<file path="src/rtl/serial_tx_pkg.sv">
// Shared types and constants for the serial transmitter.
//   tx_state_t       : transmitter FSM states
//   DATA_W_DEF       : default data bits per frame
//   CLKS_PER_BIT_DEF : default clock cycles per serial bit
//   frame_bits()     : frame length in bit times (start + data + [parity] + stop)
package serial_pkg;

  localparam int unsigned DATA_W_DEF       = 8;
  localparam int unsigned CLKS_PER_BIT_DEF = 16;

  typedef enum logic [2:0] {
    IDLE,
    START,
    DATA,
    PARITY,
    STOP
  } tx_state_t;

  function automatic int unsigned frame_bits(input int unsigned data_w, input bit parity);
    return data_w + 32'd2 + (parity ? 32'd1 : 32'd0);
  endfunction

endpackage

</file>
<file path="src/rtl/serial_tx_if.sv">
// Producer-side valid/ready word handshake of the serial transmitter.
//   din       : word to transmit
//   din_valid : producer has a word on din
//   din_ready : transmitter can accept a word
// master = word producer, slave = transmitter.
interface serial_tx_if
  import serial_pkg::*;
#(
  parameter int unsigned DATA_W = DATA_W_DEF
);

  logic [DATA_W-1:0] din;
  logic              din_valid;
  logic              din_ready;

  modport master (
    output din,
    output din_valid,
    input  din_ready
  );

  modport slave (
    input  din,
    input  din_valid,
    output din_ready
  );

endinterface

</file>
<file path="src/rtl/serial_tx_baud_counter.sv">
// Bit-time counter: counts 0..CLKS_PER_BIT-1 and wraps; clr restarts it at 0.
//   clk, rst_n : clock, asynchronous active-low reset
//   clr        : restart the count on the next edge
//   tick       : count is at CLKS_PER_BIT-1 (last cycle of a bit time)
//   count      : current position within the bit time
module baud_counter #(
  parameter  int unsigned CLKS_PER_BIT = 16,
  localparam int unsigned CNT_W        = $clog2(CLKS_PER_BIT)
) (
  input  logic             clk,
  input  logic             rst_n,
  input  logic             clr,
  output logic             tick,
  output logic [CNT_W-1:0] count
);

  assign tick = (count == CNT_W'(CLKS_PER_BIT - 1));

  always_ff @(posedge clk or negedge rst_n) begin
    if (!rst_n) begin
      count <= '0;
    end else if (clr || tick) begin
      count <= '0;
    end else begin
      count <= count + CNT_W'(1);
    end
  end

endmodule

</file>
<file path="src/rtl/serial_tx.sv">
// Parallel-to-serial transmitter: start bit, DATA_W data bits LSB first,
// optional even-parity bit, stop bit. Line idles high.
//   clk, rst_n : clock, asynchronous active-low reset
//   bus        : valid/ready word input (din, din_valid, din_ready)
//   dout       : registered serial line
//   busy       : frame in progress (inverse of din_ready)
// Build option: define SERIAL_TX_PARITY_EN to insert the parity bit.
module serial_tx
  import serial_pkg::*;
#(
  parameter int unsigned DATA_W       = DATA_W_DEF,
  parameter int unsigned CLKS_PER_BIT = CLKS_PER_BIT_DEF
) (
  input  logic        clk,
  input  logic        rst_n,
  serial_tx_if.slave  bus,
  output logic        dout,
  output logic        busy
);

  localparam int unsigned CNT_W = $clog2(CLKS_PER_BIT);
  localparam int unsigned IDX_W = $clog2(DATA_W) + 1;

  tx_state_t         state;
  logic [DATA_W-1:0] shreg;
  logic [DATA_W-1:0] sh_next_c;
  logic [IDX_W-1:0]  bit_idx;
  logic [CNT_W-1:0]  count;
  logic              tick;
  logic              clr_c;
  logic              accept_c;
  logic              last_bit_c;
  logic              stop_end_c;
`ifdef SERIAL_TX_PARITY_EN
  logic              par;
`endif

  baud_counter #(
    .CLKS_PER_BIT (CLKS_PER_BIT)
  ) u_baud (
    .clk   (clk),
    .rst_n (rst_n),
    .clr   (clr_c),
    .tick  (tick),
    .count (count)
  );

  // The stop state ends one cycle early so the IDLE cycle that follows
  // completes the stop bit; an accept on that cycle's closing edge starts
  // the next frame with no gap on the line.
  always_comb begin
    sh_next_c  = shreg >> 1;
    accept_c   = bus.din_ready & bus.din_valid;
    last_bit_c = (bit_idx == IDX_W'(DATA_W - 1));
    stop_end_c = (count == CNT_W'(CLKS_PER_BIT - 2));
    clr_c      = 1'b0;
    case (state)
      IDLE:   clr_c = accept_c;
      START:  clr_c = tick;
      DATA:   clr_c = tick & last_bit_c;
`ifdef SERIAL_TX_PARITY_EN
      PARITY: clr_c = tick;
`else
      PARITY: clr_c = 1'b1;
`endif
      STOP:   clr_c = stop_end_c;
      default: clr_c = 1'b1;
    endcase
  end

  // Frame sequencer; dout is set to the value of the state being entered.
  always_ff @(posedge clk or negedge rst_n) begin
    if (!rst_n) begin
      state         <= IDLE;
      shreg         <= '0;
      bit_idx       <= '0;
      dout          <= 1'b1;
      bus.din_ready <= 1'b1;
      busy          <= 1'b0;
`ifdef SERIAL_TX_PARITY_EN
      par           <= 1'b0;
`endif
    end else begin
      case (state)
        IDLE: begin
          if (accept_c) begin
            state         <= START;
            shreg         <= bus.din;
            bit_idx       <= '0;
            dout          <= 1'b0;
            bus.din_ready <= 1'b0;
            busy          <= 1'b1;
`ifdef SERIAL_TX_PARITY_EN
            par           <= ^bus.din;
`endif
          end
        end
        START: begin
          if (tick) begin
            state <= DATA;
            dout  <= shreg[0];
          end
        end
        DATA: begin
          if (tick) begin
            shreg <= sh_next_c;
            if (last_bit_c) begin
              bit_idx <= '0;
`ifdef SERIAL_TX_PARITY_EN
              state   <= PARITY;
              dout    <= par;
`else
              state   <= STOP;
              dout    <= 1'b1;
`endif
            end else begin
              bit_idx <= bit_idx + IDX_W'(1);
              dout    <= sh_next_c[0];
            end
          end
        end
        PARITY: begin
`ifdef SERIAL_TX_PARITY_EN
          if (tick) begin
            state <= STOP;
            dout  <= 1'b1;
          end
`else
          state         <= IDLE;
          dout          <= 1'b1;
          bus.din_ready <= 1'b1;
          busy          <= 1'b0;
`endif
        end
        STOP: begin
          if (stop_end_c) begin
            state         <= IDLE;
            bus.din_ready <= 1'b1;
            busy          <= 1'b0;
          end
        end
        default: begin
          state         <= IDLE;
          dout          <= 1'b1;
          bus.din_ready <= 1'b1;
          busy          <= 1'b0;
        end
      endcase
    end
  end

endmodule
</file>
<file path="src/flat_wrapper.sv">
// flat-port wrapper written by rule: the top's interface ports become plain ports
module serial_tx_flat import serial_pkg::*;
#(
  parameter int unsigned DATA_W       = DATA_W_DEF,
  parameter int unsigned CLKS_PER_BIT = CLKS_PER_BIT_DEF
)
  (clk, rst_n, dout, busy, bus_din, bus_din_valid, bus_din_ready);
  serial_tx_if #(.DATA_W(DATA_W)) bus_i ();
  input  logic clk;
  input  logic rst_n;
  output logic dout;
  output logic busy;
  input wire logic [$bits(bus_i.din)-1:0] bus_din;
  input wire logic [$bits(bus_i.din_valid)-1:0] bus_din_valid;
  output wire logic [$bits(bus_i.din_ready)-1:0] bus_din_ready;
  assign bus_i.din = bus_din;
  assign bus_i.din_valid = bus_din_valid;
  assign bus_din_ready = bus_i.din_ready;
  serial_tx #(.DATA_W(DATA_W), .CLKS_PER_BIT(CLKS_PER_BIT)) u_core (.clk(clk), .rst_n(rst_n), .bus(bus_i), .dout(dout), .busy(busy));
endmodule
</file>
<file path="config.mk">
export PLATFORM = sky130hd
export DESIGN_NAME = serial_tx_flat
export DESIGN_NICKNAME = d
export VERILOG_FILES = /design/src/rtl/serial_tx_pkg.sv /design/src/rtl/serial_tx_if.sv /design/src/rtl/serial_tx_baud_counter.sv /design/src/rtl/serial_tx.sv /design/src/flat_wrapper.sv
export SDC_FILE = /design/constraint.sdc
export NUM_CORES = 1
export LEC_CHECK = 0
export ABC_AREA = 1
export BUFFER_PORTS_ARGS = -buffer_cell sky130_fd_sc_hd__buf_2
export CAP_MARGIN = 30
export CORE_MARGIN = 2
export CORE_UTILIZATION = 50
export DETAILED_ROUTE_END_ITERATION = 8
export PLACE_DENSITY_LB_ADDON = 0.05
export SETUP_SLACK_MARGIN = 0.4
export SLEW_MARGIN = 20
export SYNTH_ARGS = -nofsm -noshare
export SYNTH_HDL_FRONTEND = slang
export SYNTH_SLANG_ARGS = --single-unit
</file>
<file path="constraint.sdc">
create_clock -name clk -period 1.2 [get_ports clk]
set_input_delay 0.06 -clock clk [delete_from_list [all_inputs] [get_ports clk]]
set_output_delay 0.06 -clock clk [all_outputs]
set_load 0.005 [all_outputs]
</file>
==> key figures <==
Worst setup path
  • CP max stage cell: dfrtp_1
  • Crit. Startpoint: u_core.u_baud.count[1]
  • Critical Path Stages: 9
  • R2r setup slk: -130 ps
  • Most frequent CP cell: nand2_1
  • Worst setup path endpoint: u_core.state[1]
  • R2r worst-path depth: 9
  • Critical path peak fanout: 3
  • CP Buf/Inv Count: 1
  • Crit Path Category: reg2reg
  • Critical path required time: 1410 ps
  • Worst R2R Start: u_core.u_baud.count[1]
  • CP Launch Type: flip-flop
  • Critical Path End Type: flip-flop
  • Critical path cell sequence: ha_4 -> nand3_4 -> nand3_4 -> buf_6 -> nand2_4 -> nor2_2 -> nand2_1 -> nand2_1 -> nand2_1
  • Arr. time, crit path: 1540 ps
  • Critical path's top delay family: simple AND/OR/NAND/NOR gates
  • CP peak stage delay: 430 ps
  • RR Endpoint: u_core.state[1]

Synthesis
  • Count of cell types in the netlist: 21
  • Synth Instances: 140
  • Synth warn: 0
  • Mapped Nets: 154
  • Seq cells post-synth: 22
  • Synth area leader: dfrtp_1
  • Top cell type's share of synthesized area: 41.4%
  • Netlist Area Pre-Place: 0.00121 mm2
  • Synth top area cells: dfrtp_1, nand2_1, o21ai_2, dfstp_2, o21ai_1
  • Sequential element share of the synthesized area: 45.8%
  • Synth Area per Inst: 8.63 um2

Global routing
  • GRT overflow: 0
  • Largest net degree at the start of global routing: 23
  • First-pass GRT wire length: 4620 um
  • Vias in the first global route: 1043
  • Initial antenna violation count: 0
  • Overall Global Routing Usage: 23.3%

Place
  • Post-Place Worst Slack: -167 ps
  • HPWL Detailed: 1720 um
  • Placed instance count: 197
  • Final Wtd Congestion: 0.879
  • PortBufs: 13
  • Area after DPL: 0.00148 mm2

Timing
  • Worst setup margin: -133 ps
  • Final hold vios: 0
  • RSZ-0062 raised after global routing: yes
  • FMAX: 750 MHz
  • Worst-margin pin slew: 502 ps
  • Final setup fails: 22
  • Min Tclk post-route: 1330 ps
  • Worst slew margin: 66.5%
  • Tcrit/Tclk final: 111%
  • Max-slew violation count: 0
  • Clock Skew: 8.52 ps

CTS
  • TritonCTS clock tree: built
  • Clk buf depth: 2
  • Worst skew pair latency: 310 ps
  • CTS root buffer: clkbuf_4
  • H-Tree Depth: 1
  • Clock Sinks: 22
  • Worst-path clk slew: 120 ps
  • CTS buffer count: 3

Route
  • Post-route ant nets: 0
  • DR iter-0 viols: 28
  • WL final: 2990 um
  • Vias per cell: 5.27
  • Wire per inst: 14.0 um
  • First-pass DRT Iterations: 4
  • DRC Markers: 0
  • Via Count: 1127

Floorplanning
  • Die width: 53.2 um
  • Initial Util: 53.6%
  • Number of I/O pins: 14
  • Die Ht: 53.2 um
  • Die area: 0.00283 mm2
  • Floorplan row count: 17
  • Core area: 0.00225 mm2

Job
  • Max cap viols: 0

Cells and area
  • Layout area overhead: 49.7%
  • Nets@finish: 201
  • Post-route cell area: 0.00181 mm2
  • Final Non-Filler Cells: 214
  • Share of post-route cells with drive strength above 1: 53.8%
  • ANT cells: 0
  • # fillers: 146

Power and ir drop
  • Leakage: 0.000898 uW
  • Peak VDD IR: 1.56 mV
  • Cell Pwr Density: 1900 mW/mm2
  • Overall power after layout: 3440 uW

Outcome
  • Status: complete, but fails checks
  • Violated checks: negative setup slack

Min path
  • Hold Path Class: in2reg
## cells by family after synthesis
group / Yosys count / share of synthesized area [%]
xor gates and xnor gates: 3 / 2.17
buffers and inverters: 18 / 7.45
and+or+nand+nor: 72 / 29.6
DFF: 22 / 45.8
AOI/OAI and AO/OA: 22 / 11.9
adders and majority gates: 3 / 3.11
## cells in the mapped netlist
cell type	count
a21oi_1	1
buf_6	3
dfrtp_1	20
dfstp_2	2
ha_1	3
inv_1	11
inv_2	4
nand2_1	42
nand2_2	1
nand2_4	1
nand3_1	9
nand3_2	3
nand3_4	2
nand3b_1	1
nor2_1	12
nor2_8	1
o21ai_0	2
o21ai_1	10
o21ai_2	9
xnor2_1	1
xor2_1	2
## area by class of cell
| type | instances | area [um2] | area share (%) |
|---|---|---|---|
| inverters | 15 | 58.8 | 3.25 |
| multi-input cells | 102 | 754 | 41.7 |
| repair buffers | 43 | 379 | 21.0 |
| clock buffers | 4 | 26.3 | 1.45 |
| well taps | 28 | 35.0 | 1.94 |
| flip-flops and latches | 22 | 556 | 30.7 |
## cells in the final DEF (no fill, tap or decap), types with 3 or more instances in the layout
master and count:
nand2_1 31, dfrtp_1 18, buf_4 16, o21ai_2 14, buf_2 11, buf_6 11
inv_1 10, nand2_2 9, nand3_4 8, nor2_1 8, o21ai_1 7, inv_2 4
nand3_2 4, nand2_4 4, nand3_1 4, clkbuf_4 3, buf_12 3
## state kept, by name, summed over array words and instances, names as in the netlist
name	count
u_core.busy	1
u_core.bit_idx	4
u_core.state	3
u_core.bus.din_ready	1
u_core.dout	1
u_core.shreg	8
u_core.u_baud.count	4
## worst reg2reg max path, stage by stage (launching register included)
cell and delay (ps):
dfrtp_1 430, ha_4 170, nand3_4 80, nand3_4 110, buf_6 130, nand2_4 60
nor2_2 80, nand2_1 60, nand2_1 60, nand2_1 60
## power breakdown
group / switching (uW) / internal (uW)
sequential: 250 / 1030
clock: 227 / 130
combinational: 951 / 854
total: 1430 / 2010
## through the flow
stage / util (%) / hold WS, ps / setup TNS [ps]
finish: 80.2 / 61.6 / -1530
global route: 80.2 / 76.8 / -3020
CTS: 76.2 / 65.3 / -1170
detailed placement: 65.5 / 53.1 / -2410
global placement: 65.5 / 48.3 / -1440
floorplan: - / -236 / -72.9
## metal layers
layer	vias to the layer above	share of wire [%]	global-route usage [%]
met5	-	0	0
met4	0	2.0	11.1
li1	552	-	-
met2	32	50	38.3
met1	537	44	30.4
met3	6	3.7	2.54
## how the worst min path moves through the flow
stage          depth (start not counted)  slack, ps                end        from
2_1_floorplan                          0       -240  u_core.bit_idx[0]       rst_n
3_3_place_gp                           1         50    u_core.state[1]       rst_n
3_5_place_dp                           1         50    u_core.state[1]       rst_n
4_1_cts                                5         70    u_core.shreg[0]  bus_din[0]
5_1_grt                                5         80    u_core.shreg[5]  bus_din[5]
6_report                               5         60    u_core.shreg[6]  bus_din[6]
## timing repair
item / in CTS / in global routing
setup buffers: 6 / 3
endpoints found under the hold margin: 21 / 0
pin swaps: 8 / 2
gates resized for setup: 30 / 16
hold buffers: 2 / 0
gates cloned: 2 / 0
setup endpoints to repair: 25 / 25
Power figures use the tool's default switching activity.
